**src/rtl/full_subtractor_cell.sv**
```systemverilog
// One-bit full-subtractor cell: difference and borrow-out of a - b - bin.
// Purely combinational; chained by the core to form a ripple-borrow subtractor.
module full_subtractor_cell (
    input  logic a,
    input  logic b,
    input  logic bin,
    output logic d,
    output logic bout
);

    logic w_axb;

    assign w_axb = a ^ b;
    assign d     = w_axb ^ bin;
    // Borrow when a=0,b=1, or when a==b and a borrow is already pending.
    assign bout  = (~a & b) | (~w_axb & bin);

endmodule

```
**src/rtl/full_subtractor_core.sv**
```systemverilog
// Registered WIDTH-bit ripple-borrow subtractor (a - b - bin) with borrow-out,
// result-valid flag and zero detect; one-cycle latency, one op per cycle.
module full_subtractor_core #(
    parameter int WIDTH = 1
) (
    input  logic             clk,
    input  logic             rst,
    input  logic             in_valid,
    input  logic [WIDTH-1:0] a,
    input  logic [WIDTH-1:0] b,
    input  logic             bin,
    output logic [WIDTH-1:0] d,
    output logic             bout,
    output logic             out_valid,
    output logic             zero
);

    logic [WIDTH:0]   w_br;
    logic [WIDTH-1:0] w_d;

    logic [WIDTH-1:0] r_d;
    logic             r_bout;
    logic             r_valid;
    logic             r_zero;

    assign w_br[0] = bin;

    generate
        for (genvar i = 0; i < WIDTH; i++) begin : g_cell
            full_subtractor_cell u_cell (
                .a    (a[i]),
                .b    (b[i]),
                .bin  (w_br[i]),
                .d    (w_d[i]),
                .bout (w_br[i+1])
            );
        end
    endgenerate

    // Result registers hold across idle cycles; only the valid flag tracks in_valid.
    always_ff @(posedge clk) begin
        if (rst) begin
            r_d     <= '0;
            r_bout  <= 1'b0;
            r_zero  <= 1'b1;
            r_valid <= 1'b0;
        end else begin
            r_valid <= in_valid;
            if (in_valid) begin
                r_d    <= w_d;
                r_bout <= w_br[WIDTH];
                r_zero <= (w_d == '0);
            end
        end
    end

    assign d         = r_d;
    assign bout      = r_bout;
    assign out_valid = r_valid;
    assign zero      = r_zero;

endmodule

```
**config.mk**
```make
export PLATFORM = sky130hd
export DESIGN_NAME = full_subtractor_core
export DESIGN_NICKNAME = d
export VERILOG_FILES = /design/src/rtl/full_subtractor_cell.sv /design/src/rtl/full_subtractor_core.sv
export SDC_FILE = /design/constraint.sdc
export NUM_CORES = 1
export LEC_CHECK = 0
export CAP_MARGIN = 20
export CORE_AREA = 2 2 39 41
export DETAILED_ROUTE_END_ITERATION = 8
export DIE_AREA = 0 0 41 43
export HOLD_SLACK_MARGIN = 0.05
export MAX_ROUTING_LAYER = met4
export SYNTH_ARGS = -nofsm -noshare
export SYNTH_HDL_FRONTEND = slang
export SYNTH_SLANG_ARGS = --single-unit
```
**constraint.sdc**
```tcl
create_clock -name clk -period 1.4 [get_ports clk]
set_input_delay 0.21 -clock clk [delete_from_list [all_inputs] [get_ports clk]]
set_output_delay 0.21 -clock clk [all_outputs]
set_load 0.05 [all_outputs]
```
==> impl_metrics.toml <==
[critical_path]
crit_type = "in -> reg"
worstRegToRegCells = 2
worstSetupEndpointType = "flop"
crit_path_end = "zero$_SDFFE_PP1P_"
cp_cell_sequence = "clkdlybuf4s50_1 > inv_1 > fa_1 > a211o_1"
startpoint = "a"
cp_top_family = "buffers and inverters"
worstPathArrival_ps = 1460
crit_cells = 4
crit_buf_inv = 2
r2r_end = "zero$_SDFFE_PP1P_"
required_ps = 1520
cpPeakStageDelay_ps = 470
crit_path_start_kind = "input port"
critical_path.slowest_cell = "clkdlybuf4s50_1"
path_max_fanout = 2
rr_startpoint = "zero$_SDFFE_PP1P_"
rrSetupSlack_ps = 610

[layout]
seq_area_sq_um = 80.1
fill_cells = 147
layout-drive-gt1-share_pct = 27.6
syn_to_final_growth_pct = 101
nNetsFinal = 39
multi_input_area_sq_um = 86.3
num_antenna_cells = 0
fin_util_pct = 25.9
stdcell_count = 45

[die]
start_util_pct = 12.8
rows = 14
io-pin-count = 10
die_h_um = 43
fp.dieW_um = 41
core_sq_um = 1380
die_area_sq_um = 1760

[drt]
vias = 147
drtIter0Drc = 1
vias_per_cell = 3.27
ant_nets = 0
totalWireLength_um = 325
wl_per_cell_um = 7.22
drtPass1Iterations = 2
drc = 0

[grt]
antenna_found_initial = 0
grt_max_degree = 7
grt_pass1_wl_um = 531
grt_util_all_layers_pct = 4.95
gr-total-overflow = 0
grt_pass1_vias = 133

[clocking]
cts_buffers = 3
htreeDepth = 1
clock_latency_ps = 230
cts_root_buf = "clkbuf_4"
tritoncts = "yes"
ctsHoldBuffers = 0
ctsLongestPathBuffers = 2
cts_resized = 0
clock_sinks = 4
cts_setup_buffers = 0
path_clk_slew_ps = 40

[synth]
netlist_instances = 16
synth.top_cell.area_share_pct = 45.1
ys_ff_latch = 4
synth.yosys.seq_area_share_pct = 45.1
synthTopCellsByCount = "4 x dfxtp_1, 3 x inv_1, 2 x fa_1, 2 x nor2_1, 2 x nor2b_1"
synth_area_sq_um = 178
ys_types = 8
syn_avg_cell_area_sq_um = 11.1
synth_area_leader_cell = "dfxtp_1"
synth.most_common_cell = "dfxtp_1"
ys.flop_type = "dfxtp_1"
yosys-top-cells-area = "dfxtp_1 45%, fa_1 23%, nor2b_1 7.0%, inv_1 6.3%, mux2i_1 5.6%"
synth_edf_count = 0
ys.warnings.count = 0
synthArstFlopShare_pct = 0
syn-num-nets = 24

[power]
p_total_mw = 0.381
leakage_nw = 0.157
pwr-share-seq_pct = 34.8
intPower_mw = 0.278
clockPowerShare_pct = 36.3
swShare_pct = 27.0
vdd_drop_max_uv = 229
p_comb_share_pct = 28.9
p_per_area_nw_per_um2 = 1060
switching_power_mw = 0.103

[worst_hold_path]
hold_class = "reg -> reg"
hold_start = "bout$_SDFFE_PP0P_"

[placed_design]
numPortBuffers = 9
place_ws_ps = -235
dp.cells = 42
place_congestion = 0.574

[sta]
setup_violations = 0
fmax_ghz = 0.745
fin_crit_sh_pct = 95.9
finalCriticalPeriod_ps = 1340
slew_headroom_pct = 85.9
finClkSkew_ps = 0
tightest_slew_ps = 211
worst_slack_ps = 57.8
rsz0062_at_grt = "no"
finalSetupTns_ps = 0
hold_violations = 0
slew_viol_final = 0

[outcome]
outcome = "completed"

[run]
cap_viol_max_count = 0
[worst min-delay path by stage]
stage / to / slack [ps] / depth (start not counted)
finish: bout$_SDFFE_PP0P_ / 530 / 2
floorplan: out_valid$_SDFF_PP0_ / 280 / 1
CTS: bout$_SDFFE_PP0P_ / 530 / 2
detailed placement: bout$_SDFFE_PP0P_ / 520 / 2
global placement: bout$_SDFFE_PP0P_ / 520 / 2
global route: bout$_SDFFE_PP0P_ / 560 / 2
[metrics by stage]
stage               hold WS [ps]  cell area, sq um
finish                       525               358
global placement             519               335
global route                 564               358
floorplan                    282               178
detailed placement           525               335
CTS                          530               358
[state kept, by name, summed over array words and instances, names as in the netlist]
| signal | flops |
|---|---|
| d | 1 |
| zero | 1 |
| out_valid | 1 |
| bout | 1 |
[per-layer routing]
metal  share of wire, %  up-vias  global-route usage [%]
li1                   -       77                       -
met1                 44       62                    6.17
met2                 41        8                    5.31
met3                 14        0                    3.14
met4                  0        0                    4.00
met5                  0        -                       -
[kinds of logic after synthesis]
family                     count (synthesis)  synth area share (%)
AOI/OAI and AO/OA                          2                  9.16
adders and majority gates                  2                  22.5
DFF                                        4                  45.1
muxes                                      1                  5.63
and+or+nand+nor                            4                  11.3
buffers and inverters                      3                  6.34
[worst reg2reg max path, delay by kind of cell (launching register included)]
family	cells	cell delay, ps
AOI/OAI and AO/OA	1	220
DFF	1	320
and+or+nand+nor	1	130
[power groups by stage]
stage          clock [mW]  combinational (mW)  sequential, mW
2_1_floorplan           0              0.0182           0.160
3_3_place_gp            0               0.109           0.134
3_5_place_dp            0               0.111           0.134
4_1_cts             0.147               0.111           0.133
5_1_grt             0.152               0.117           0.133
6_report            0.138               0.110           0.132
[placed cells by master, fill, tap and decap left out, drive strengths merged]
cell type      netlist  routed
a211o                1       1
a211oi               1       1
buf                  0       5
clkbuf               0       3
clkdlybuf4s50        0       5
dfxtp                4       4
fa                   2       2
inv                  3       3
mux2i                1       1
nor2                 2       2
nor2b                2       2
[cell type report]
type | count | share of cell area [%]
inverters | 3 | 3.15
repair buffers | 10 | 38.5
well taps | 16 | 5.59
multi-input cells | 9 | 24.1
clock buffers | 3 | 6.29
flip-flops and latches | 4 | 22.4
Power figures use the tool's default switching activity.
